<file path="src/rtl/spi_master.sv">
// spi_master: serializes 10-bit command words MSB first on MOSI under SS_n and,
// for read-data commands, collects the 8-bit byte returned on MISO.
// Handshake: a word is taken on the rising edge where req_valid && req_ready;
// req_ready is high only in IDLE, so req_valid while busy is simply ignored and
// req_data is captured once, at that edge.
module spi_master #(
    parameter int RD_WAIT    = 2,
    parameter int GAP_CYCLES = 1
) (
    input  logic       clk,
    input  logic       rst_n,
    input  logic       req_valid,
    input  logic [9:0] req_data,
    output logic       req_ready,
    output logic       rsp_valid,
    output logic [7:0] rsp_data,
    output logic       busy,
    output logic       SS_n,
    output logic       MOSI,
    input  logic       MISO,
    output logic [2:0] dbg_state
);

    typedef enum logic [2:0] {
        IDLE      = 3'd0,
        SHIFT_OUT = 3'd1,
        WAIT_RD   = 3'd2,
        SHIFT_IN  = 3'd3,
        GAP       = 3'd4
    } state_t;

    // The edge that ends the last MOSI bit already counts as the first wait
    // cycle, so WAIT_RD itself lasts RD_WAIT-1 cycles (skipped when RD_WAIT=1).
    localparam logic [3:0] RD_LOAD = (RD_WAIT > 1) ? 4'(RD_WAIT - 2) : 4'd0;
    // After a read the full GAP_CYCLES are spent in GAP; after a non-read frame
    // the IDLE cycle before the next accept is itself one of the high cycles.
    localparam logic [3:0] GAP_RD_LOAD = 4'(GAP_CYCLES - 1);
    localparam logic [3:0] GAP_WR_LOAD = (GAP_CYCLES > 1) ? 4'(GAP_CYCLES - 2) : 4'd0;

    state_t      state_q, state_d;
    logic [9:0]  tx_q, tx_d;
    // Only seven bits are held: the eighth sample goes straight into rsp_data.
    logic [6:0]  rx_q, rx_d;
    logic [3:0]  cnt_q, cnt_d;
    logic        is_rd_q, is_rd_d;
    logic        ss_n_q, ss_n_d;
    logic        mosi_q, mosi_d;
    logic        rsp_valid_q, rsp_valid_d;
    logic [7:0]  rsp_data_q, rsp_data_d;

    assign req_ready = (state_q == IDLE);
    assign busy      = (state_q != IDLE);
    assign SS_n      = ss_n_q;
    assign MOSI      = mosi_q;
    assign rsp_valid = rsp_valid_q;
    assign rsp_data  = rsp_data_q;
    assign dbg_state = state_q;

    // Next-state and next-output decode for the frame sequencer.
    always_comb begin
        state_d     = state_q;
        tx_d        = tx_q;
        rx_d        = rx_q;
        cnt_d       = cnt_q;
        is_rd_d     = is_rd_q;
        ss_n_d      = ss_n_q;
        mosi_d      = mosi_q;
        rsp_valid_d = 1'b0;
        rsp_data_d  = rsp_data_q;
        case (state_q)
            IDLE: begin
                ss_n_d = 1'b1;
                mosi_d = 1'b0;
                if (req_valid) begin
                    tx_d    = req_data;
                    is_rd_d = (req_data[9:8] == 2'b11);
                    ss_n_d  = 1'b0;
                    mosi_d  = req_data[9];
                    cnt_d   = 4'd9;
                    state_d = SHIFT_OUT;
                end
            end
            SHIFT_OUT: begin
                if (cnt_q == 4'd0) begin
                    mosi_d = 1'b0;
                    if (is_rd_q) begin
                        if (RD_WAIT == 1) begin
                            cnt_d   = 4'd7;
                            state_d = SHIFT_IN;
                        end else begin
                            cnt_d   = RD_LOAD;
                            state_d = WAIT_RD;
                        end
                    end else begin
                        ss_n_d = 1'b1;
                        if (GAP_CYCLES == 1) begin
                            state_d = IDLE;
                        end else begin
                            cnt_d   = GAP_WR_LOAD;
                            state_d = GAP;
                        end
                    end
                end else begin
                    // tx_q[8] is the next bit once the current MSB is consumed.
                    tx_d   = tx_q << 1;
                    mosi_d = tx_q[8];
                    cnt_d  = cnt_q - 4'd1;
                end
            end
            WAIT_RD: begin
                if (cnt_q == 4'd0) begin
                    cnt_d   = 4'd7;
                    state_d = SHIFT_IN;
                end else begin
                    cnt_d = cnt_q - 4'd1;
                end
            end
            SHIFT_IN: begin
                rx_d = {rx_q[5:0], MISO};
                if (cnt_q == 4'd0) begin
                    rsp_data_d  = {rx_q, MISO};
                    rsp_valid_d = 1'b1;
                    ss_n_d      = 1'b1;
                    cnt_d       = GAP_RD_LOAD;
                    state_d     = GAP;
                end else begin
                    cnt_d = cnt_q - 4'd1;
                end
            end
            GAP: begin
                ss_n_d = 1'b1;
                mosi_d = 1'b0;
                if (cnt_q == 4'd0) begin
                    state_d = IDLE;
                end else begin
                    cnt_d = cnt_q - 4'd1;
                end
            end
            default: begin
                ss_n_d  = 1'b1;
                mosi_d  = 1'b0;
                state_d = IDLE;
            end
        endcase
    end

    // State and registered outputs; reset drops any frame in flight at once.
    always_ff @(posedge clk or negedge rst_n) begin
        if (!rst_n) begin
            state_q     <= IDLE;
            tx_q        <= 10'd0;
            rx_q        <= 7'd0;
            cnt_q       <= 4'd0;
            is_rd_q     <= 1'b0;
            ss_n_q      <= 1'b1;
            mosi_q      <= 1'b0;
            rsp_valid_q <= 1'b0;
            rsp_data_q  <= 8'h00;
        end else begin
            state_q     <= state_d;
            tx_q        <= tx_d;
            rx_q        <= rx_d;
            cnt_q       <= cnt_d;
            is_rd_q     <= is_rd_d;
            ss_n_q      <= ss_n_d;
            mosi_q      <= mosi_d;
            rsp_valid_q <= rsp_valid_d;
            rsp_data_q  <= rsp_data_d;
        end
    end

endmodule

</file>
<file path="config.mk">
export PLATFORM = sky130hd
export DESIGN_NAME = spi_master
export DESIGN_NICKNAME = d
export VERILOG_FILES = /design/src/rtl/spi_master.sv
export SDC_FILE = /design/constraint.sdc
export NUM_CORES = 1
export LEC_CHECK = 0
export CAP_MARGIN = 0
export CELL_PAD_IN_SITES_DETAIL_PLACEMENT = 0
export CELL_PAD_IN_SITES_GLOBAL_PLACEMENT = 1
export CORE_AREA = 2 2 66 68
export CTS_CLUSTER_SIZE = 28
export DETAILED_ROUTE_END_ITERATION = 10
export DIE_AREA = 0 0 68 70
export PLACE_DENSITY = 0.87
export SYNTH_ARGS = -nofsm -noshare
export SYNTH_HDL_FRONTEND = slang
export SYNTH_SLANG_ARGS = --single-unit
</file>
<file path="constraint.sdc">
create_clock -name clk -period 2.95 [get_ports clk]
set_input_delay 0.885 -clock clk [delete_from_list [all_inputs] [get_ports clk]]
set_output_delay 0.885 -clock clk [all_outputs]
set_load 0.02 [all_outputs]
</file>
==> run metrics, run 1 <==
Final HPWL DP 2377 um; final hold vios 0; hold_buf cts 0; CP required 2.07 ns; share of cells above drive strength 1 a little under a fifth; Fillers approximately 370; deepest clock path buffer count 2; die width 68 um; n_diodes 0; antenna violation net count after detailed routing 0; Max Clk Rate 374.6 MHz; wire per inst approximately 14 um; clock latency on the worst-skew pair roughly 0.29 ns; Yosys cell types 39; I/O Pins 30; DRC viols 0; TritonCTS clock tree done; final cycle utilization of the critical path 90.48%; Global Route Usage Sum between 10% and 20%; sequential area share after synthesis between 50 and 60%; Clk Tree Root Cell clkbuf_8; cts bufs inserted 5; # clock sinks 35; fin nets approximately 200; Initial Util between 40% and 50%; num rows 24; combinational power share 44.7%; Clk pwr share 16.5%; Post-Syn Instances 153; Vias between 1,000 and 1,500; Placer Congestion 0.8383; largest net degree at the start of global routing 36; Placed Area a little over 2000 um2; number of max-slew violations in the final report 0; Area Overhead vs Synth 25.61%; DRT Wirelength 3366 um; Hold Slack a little under 0.5 ns; # port buffers 29; initial DRC count slightly below 70; MaxCap Viol Count 0; grt ovf 0; Yosys reg bits 35; number of synthesized flops with an enable pin 0; Clock transition at path regs approximately 0.070 ns; Leak roughly 0.00093 uW; Switch Pwr between 700 and 800 uW; CORE AREA slightly above 4000 um2; Final Setup Violations 0; Post-Syn Area around 1700 um2; CP max-delay cell clkdlybuf4s50_1; Tightest Hold Check Type flop to flop; Worst Setup Path Type flop to primary output; PD cells between 900 and 1000 nW/um2; slew margin rel. between 60% and 70%; Net Sw Frac a little under two fifths; maximum VDD drop between 0.3 and 0.4 mV; vias per cell about 5.2; outcome complete, no violations; number of gates resized after cts 0; clock skew about 0.0073 ns; post-layout minimum cycle time 2.669 ns; total negative slack 0 ns; Worst Path Arrival 1.78 ns; Syn Area/Cell 11.11 um2; die height about 70 um; kind of launch point of the worst setup path flop; RSZ-0062 raised after global routing no; Worst-Margin Slew 0.5459 ns; Final Cell Area 2136 um2; CP max FO 17; # H-tree levels 2; Post-CTS Setup Inserts 0; endpoint type of the worst setup path primary output; Top FF cell, synth dfrtp_1; CP peak stage delay about 0.65 ns; sequential share of power 38.8%; CP cell instances nor3_2, clkdlybuf4s50_1; via count of the first global-routing pass between 1,000 and 1,500; Syn Nets approximately 170; Synth Warn # 0; 1st-pass router iterations 4; Power Internal between 1000 and 1500 uW; Post-synth ARST share 100.0%; first-pass GRT wire length around 6200 um; initial antenna violation count 0; die area 4760 um2
==> layout make-up <==
cell class / instances / area, um2 / area share [%]
tap: 52 / 65.06 / 3.046
clock buffer: 7 / 76.32 / 3.574
inverter: 5 / 18.77 / 0.8787
clock inverter: 1 / 5.005 / 0.2343
sequential: 35 / 877.1 / 41.07
multi-input combinational: 105 / 765.7 / 35.85
timing repair buffer: 34 / 327.8 / 15.35
==> registers in the layout, indices dropped and copies added, names as in the netlist <==
| signal | count |
|---|---|
| tx_q | 9 |
| rsp_data | 8 |
| rx_q | 7 |
| cnt_q | 4 |
| dbg_state | 3 |
| MOSI | 1 |
| SS_n | 1 |
| is_rd_q | 1 |
| rsp_valid | 1 |
==> synth_stat cells (2+ instances only) <==
cell type | n | area share (%)
dfrtp_1 | 34 | 50
nand2_1 | 17 | 3.8
mux2_2 | 15 | 9.9
o21ai_0 | 14 | 4.1
a21oi_1 | 9 | 2.6
mux2i_1 | 9 | 5.3
buf_2 | 5 | 1.5
inv_1 | 5 | 1.1
nand3_1 | 4 | 1.2
nor2_1 | 4 | 0.88
nand2b_1 | 3 | 1.1
nor3_1 | 3 | 0.88
nor3b_1 | 3 | 1.3
clkbuf_1 | 2 | 0.44
ha_1 | 2 | 1.5
==> power by group through the flow <==
stage / combinational (uW) / clock [uW] / sequential (uW)
final: 902 / 334 / 784
after global routing: 1020 / 363 / 812
after CTS: 917 / 343 / 785
after detailed placement: 910 / 0 / 794
after global placement: 884 / 0 / 784
after floorplan: 604 / 0 / 813
==> layout by cell type, fill, tap and decap left out, types with 2 or more instances in the layout <==
cell type	count
o21ai_0	14
inv_1	5
nor3b_1	2
nand2b_1	3
a21oi_1	9
nand3_1	4
mux2_2	15
buf_4	5
mux2i_1	9
nor3_1	3
nor2_1	4
nand2_1	17
clkbuf_8	5
clkdlybuf4s50_1	29
nor3b_2	2
dfrtp_1	34
clkbuf_1	2
ha_1	2
==> final timing paths <==
| kind | startpoint | to | slack (ns) | depth (start not counted) |
|---|---|---|---|---|
| min in group asynchronous | rst_n | dbg_state[1]$_DFFE_PN0P_ | 1.00 | 2 |
| min reg2reg | tx_q[1]$_DFFE_PN0P_ | tx_q[1]$_DFFE_PN0P_ | 0.49 | 2 |
| max in group asynchronous | rst_n | SS_n$_DFFE_PN1P_ | 1.59 | 2 |
| min | tx_q[1]$_DFFE_PN0P_ | tx_q[1]$_DFFE_PN0P_ | 0.49 | 2 |
| max reg2reg | cnt_q[0]$_DFFE_PN0P_ | rsp_data[7]$_DFFE_PN0P_ | 0.87 | 5 |
| max | dbg_state[2]$_DFFE_PN0P_ | req_ready | 0.28 | 2 |
==> worst max-delay path: cells and delay by family, from the launching register on <==
kind          cells  cell delay (ns)
flops             1             0.58
buf+inv           1             0.65
simple gates      1             0.27
==> cell families (layout without fill, tap and decap cells) <==
| group | after synthesis | count (layout) | share of synthesized area, % |
|---|---|---|---|
| AND/OR/NAND/NOR | 44 | 44 | 14.13 |
| flip-flops | 35 | 35 | 51.58 |
| AO/OA/AOI/OAI | 34 | 34 | 13.39 |
| multiplexers | 24 | 24 | 15.23 |
| buffers and inverters | 13 | 47 | 3.679 |
| adder cells (fa/ha/maj) | 2 | 2 | 1.471 |
| XOR/XNOR | 1 | 1 | 0.5152 |
==> metal layers <==
metal,global-route usage (%),share of wire (%),vias to the layer above
met5,0,0,-
met4,6.667,1.8,0
met3,4.831,3.4,4
met2,25.89,50,24
met1,23.09,45,606
li1,-,-,620
==> metrics by stage <==
stage               instances  setup WS (ns)  utilization, %  power [uW]
global route              239         0.1915           51.54        2194
floorplan                 153         0.6245               -        1417
detailed placement        231         0.4664           49.58        1704
finish                    239         0.2807           51.54        2020
global placement          231         0.5020           49.58        1667
CTS                       239         0.2558           51.54        2046
Power figures use the tool's default switching activity.
==> inputs of run 2 (changes only) <==
- CAP_MARGIN: 0 -> default
- CORE_AREA: 2 2 66 68 -> 2 2 71 73
- DIE_AREA: 0 0 68 70 -> 0 0 73 75
- PLACE_DENSITY: 0.87 -> 0.8
- clock period: 2.95 -> 2.3 ns (I/O delays scaled with it)
==> run metrics, run 2 (synthesis results as in run 1) <==
RR Endpoint rsp_data[4]$_DFFE_PN0P_; FF+latch area 877.1 um2; die height approximately 75 um; antenna violation net count after detailed routing 0; CP max FO 21; GR peak layer met2; DRC viols 0; clock latency on the worst-skew pair 0.28 ns; num rows 25; die area ~5500 um2; GR Util met3 4.016%; max reg flops 9; post-layout util 46.60%; Clock transition at path regs approximately 0.07 ns; Global Route Usage Sum about 14%; maximum VDD drop roughly 0.51 mV; Final HPWL DP about 2400 um; # port buffers 29; I/O Pins 30; CP peak stage delay 0.64 ns; Clk Tree Root Cell clkbuf_8; largest net degree at the start of global routing 36; die width 73 um; RSZ-0062 raised after global routing no; Post-CTS Setup Inserts 0; hold_buf cts 0; vias per cell 5.139; kind of launch point of the worst setup path flop; initial DRC count 95; n_diodes 0; first-pass GRT wire length approximately 5700 um; Vias between 1,000 and 1,500; number of max-slew violations in the final report 0; wire per inst around 14 um; 1st-pass router iterations 4; outcome complete, no violations; fin nets 205; DRT Wirelength between 3000 and 4000 um; Final Setup Violations 0; Max Clk Rate 452.3 MHz; total power draw roughly 2600 uW; via count of the first global-routing pass approximately 1,300; slew margin rel. 67.25%; initial antenna violation count 0; met2 usage ~22%; endpoint type of the worst setup path primary output; # clock sinks 35; Worst-Margin Slew ~0.5 ns; Top reg by flops tx_q; CORE AREA 4661 um2; most common cell after layout, fill and taps aside dfrtp_1; clock skew between 0.003 and 0.004 ns; worst setup margin a little under 0.09 ns; dpl ws 0.2267 ns; Reg2Reg Depth 5; most frequent cells in the layout dfrtp_1 (34), clkdlybuf4s50_1 (27), nand2_1 (17); grt ovf 0; CP cell instances buf_4, clkdlybuf4s50_1; total negative slack 0 ns; # H-tree levels 2; TritonCTS clock tree done; Placer Congestion roughly 0.77; M1 GR Usage 18.08%; CP required 1.61 ns; CP max-delay cell clkdlybuf4s50_1; crit path to dbg_state[0]; share of cells above drive strength 1 20.53%; final hold vios 0; PD cells 1211 nW/um2; Leak roughly 0.00095 uW; Tightest Hold Check Type flop to flop; final cycle utilization of the critical path slightly below 100%; Worst Setup Path Type flop to primary output; R2R Setup Slk approximately 0.22 ns; Fillers about 420; Initial Util between 30% and 40%; Area Overhead vs Synth 27.74%; MaxCap Viol Count 0; post-layout minimum cycle time between 2 and 2.5 ns; Worst Path Arrival between 1.5 and 2 ns; cts bufs inserted 5; Multi-input gate area 765.7 um2; Worst Setup SP dbg_state[0]$_DFFE_PN0P_; Reg-to-Reg Start cnt_q[0]$_DFFE_PN0P_; deepest clock path buffer count 2
==> run 2: cell types whose count changed in the layout (fill, tap and decap cells not counted), sizes merged <==
cell | before | now
clkdlybuf4s50 | 29 | 27
dlygate4sd2 | 0 | 2
buf | 5 | 8
==> run 2: stage by stage <==
step / hold WS [ns] / area (um2) / std cells
final: 0.4864 / 2172 / 244
after detailed placement: 0.4771 / 2079 / 236
after global placement: 0.4655 / 2079 / 236
after floorplan: 0.3944 / 1700 / 153
after global routing: 0.5277 / 2172 / 244
after CTS: 0.4938 / 2172 / 244
==> run 2: final cells by class <==
type,count,share of cell area (%)
timing repair buffer,37,16.01
sequential,35,40.38
clock inverter,1,0.4032
multi-input combinational,105,35.25
clock buffer,7,3.975
inverter,5,0.8641
tap,54,3.111
==> run 2: how the worst min path moves through the flow <==
| stage | from | end | slack (ns) | depth (start not counted) |
|---|---|---|---|---|
| floorplan | rst_n | MOSI$_DFFE_PN0N_ | 0.39 | 0 |
| global placement | tx_q[6]$_DFFE_PN0P_ | tx_q[6]$_DFFE_PN0P_ | 0.47 | 2 |
| detailed placement | tx_q[1]$_DFFE_PN0P_ | tx_q[1]$_DFFE_PN0P_ | 0.48 | 2 |
| CTS | tx_q[1]$_DFFE_PN0P_ | tx_q[1]$_DFFE_PN0P_ | 0.49 | 2 |
| global route | rsp_data[7]$_DFFE_PN0P_ | rsp_data[7]$_DFFE_PN0P_ | 0.53 | 1 |
| finish | tx_q[7]$_DFFE_PN0P_ | tx_q[7]$_DFFE_PN0P_ | 0.49 | 2 |
==> run 2: power breakdown <==
| group | switching [uW] | leakage (uW) | internal (uW) | total (uW) |
|---|---|---|---|---|
| logic | 617 | 0.000455 | 553 | 1170 |
| clock network | 219 | 0.0000484 | 245 | 464 |
| registers | 147 | 0.000451 | 850 | 996 |
| total | 983 | 0.000954 | 1650 | 2630 |
==> run 2: critical path, delay by kind of cell, from the launching register on <==
family | cells | cell delay (ns)
buffers and inverters | 2 | 0.87
DFF | 1 | 0.37
==> run 2: timing repair <==
action | in CTS | in global routing
setup endpoints to repair | 2 | 0
hold endpoints to repair | 0 | 0
gates resized for setup | 2 | 0
==> run 2: layer usage <==
layer	share of wire, %	routed length [um]	vias up
li1	-	-	619
met1	45	1527	604
met2	50	1693	25
met3	3.9	132	6
met4	1.6	55	0
met5	0	0	-
==> inputs of run 3 (changes only) <==
- PLACE_DENSITY: 0.8 -> 0.77
==> run metrics, run 3 (synthesis results as in run 1) <==
Worst Setup SP dbg_state[0]$_DFFE_PN0P_; Leak around 0.0010 uW; most frequent cells in the layout dfrtp_1 (34), clkdlybuf4s50_1 (26), nand2_1 (17); Clk Tree Root Cell clkbuf_8; slew margin rel. 59.64%; deepest clock path buffer count 2; initial DRC count between 80 and 90; total negative slack 0 ns; CP required approximately 1.6 ns; max reg flops 9; Tightest Hold Check Type flop to flop; FF+latch area between 800 and 900 um2; Placer Congestion a little under 0.9; most common cell after layout, fill and taps aside dfrtp_1; die area 5475 um2; Vias around 1,300; maximum VDD drop around 0.61 mV; # H-tree levels 2; # port buffers 29; first-pass GRT wire length a little over 6000 um; Top reg by flops tx_q; number of max-slew violations in the final report 0; Final Setup Violations 0; Max Clk Rate roughly 450 MHz; R2R Setup Slk 0.27 ns; RR Endpoint tx_q[2]$_DFFE_PN0P_; final hold vios 0; Fillers approximately 440; placed cell count 238; I/O Pins 30; PD cells approximately 1300 nW/um2; share of cells above drive strength 1 between 20 and 25%; Hold Slack slightly below 0.5 ns; Initial Util between 30% and 40%; post-layout minimum cycle time roughly 2.2 ns; kind of launch point of the worst setup path flop; grt ovf 0; DRT Wirelength 3579 um; DRC viols 0; RSZ-0062 raised after global routing no; hold path cells 2; die height 75 um; Area Overhead vs Synth 30.54%; hold_buf cts 0; num rows 25; die width 73 um; outcome complete, no violations; Reg-to-Reg Start cnt_q[0]$_DFFE_PN0P_; vias per cell 5.293; fin nets around 210; Layout Cells excl Fill ~250; wire per inst 14.55 um; Clock transition at path regs roughly 0.07 ns; Final HPWL DP roughly 2500 um; clock latency on the worst-skew pair just under 0.3 ns; number of gates resized after cts 0; HP Start tx_q[6]$_DFFE_PN0P_; CORE AREA roughly 4700 um2; 1st-pass router iterations 4; CP max FO 21; Post-CTS Setup Inserts 0; via count of the first global-routing pass roughly 1,400; Global Route Usage Sum between 10% and 20%; TritonCTS clock tree done; antenna violation net count after detailed routing 0; # clock sinks 35; cts bufs inserted 5; initial antenna violation count 0; final cycle utilization of the critical path a little over nine tenths; Worst Setup Path Type flop to primary output; clock skew approximately 0.0052 ns; largest net degree at the start of global routing 36; Multi-input gate area 765.7 um2; end of the worst hold path tx_q[6]$_DFFE_PN0P_; Worst Path Arrival around 1.5 ns; n_diodes 0; Worst-Margin Slew ~0.6 ns; Reg2Reg Depth 6; MaxCap Viol Count 0; endpoint type of the worst setup path primary output
==> run 3: metrics by stage <==
stage          cell area (um2)  utilization [%]  worst slack, ns  power, uW
4_1_cts                   2212            47.46         0.004868       2813
6_report                  2220            47.62          0.08093       2782
3_3_place_gp              2095            44.94           0.3412       2173
3_5_place_dp              2095            44.94           0.2954       2222
2_1_floorplan             1700                -           0.1695       1818
5_1_grt                   2220            47.62          0.01597       2978
==> run 3: cell type report <==
cell class | instances | area share [%]
repair buffers | 39 | 16.80
inverters | 5 | 0.8455
well taps | 54 | 3.044
clock buffers | 6 | 3.720
flip-flops and latches | 35 | 39.52
clock inverters | 2 | 1.578
multi-input cells | 105 | 34.50
==> run 3: worst max-delay path by stage <==
stage | endpoint | slack, ns
finish | dbg_state[0] | 0.08
floorplan | busy | 0.17
global placement | cnt_q[1]$_DFFE_PN0P_ | 0.34
global route | dbg_state[0] | 0.02
CTS | req_ready | 0.005
detailed placement | tx_q[2]$_DFFE_PN0P_ | 0.30
==> run 3: worst max-delay path, cell delays in order, from the launching register on <==
cell	delay (ns)
dfrtp_1	0.37
buf_4	0.23
clkdlybuf4s50_1	0.64
==> run 3: routing by layer <==
| metal | global-route usage, % | wire length, um |
|---|---|---|
| met5 | 0 | 0 |
| met4 | 5.556 | 56 |
| met1 | 17.80 | 1571 |
| met3 | 4.685 | 146 |
| met2 | 24.22 | 1805 |
==> run 3: report_power, final <==
group          switching, uW  total [uW]  internal (uW)
clock                    232         582            351
combinational            626        1200            574
sequential               150         999            849
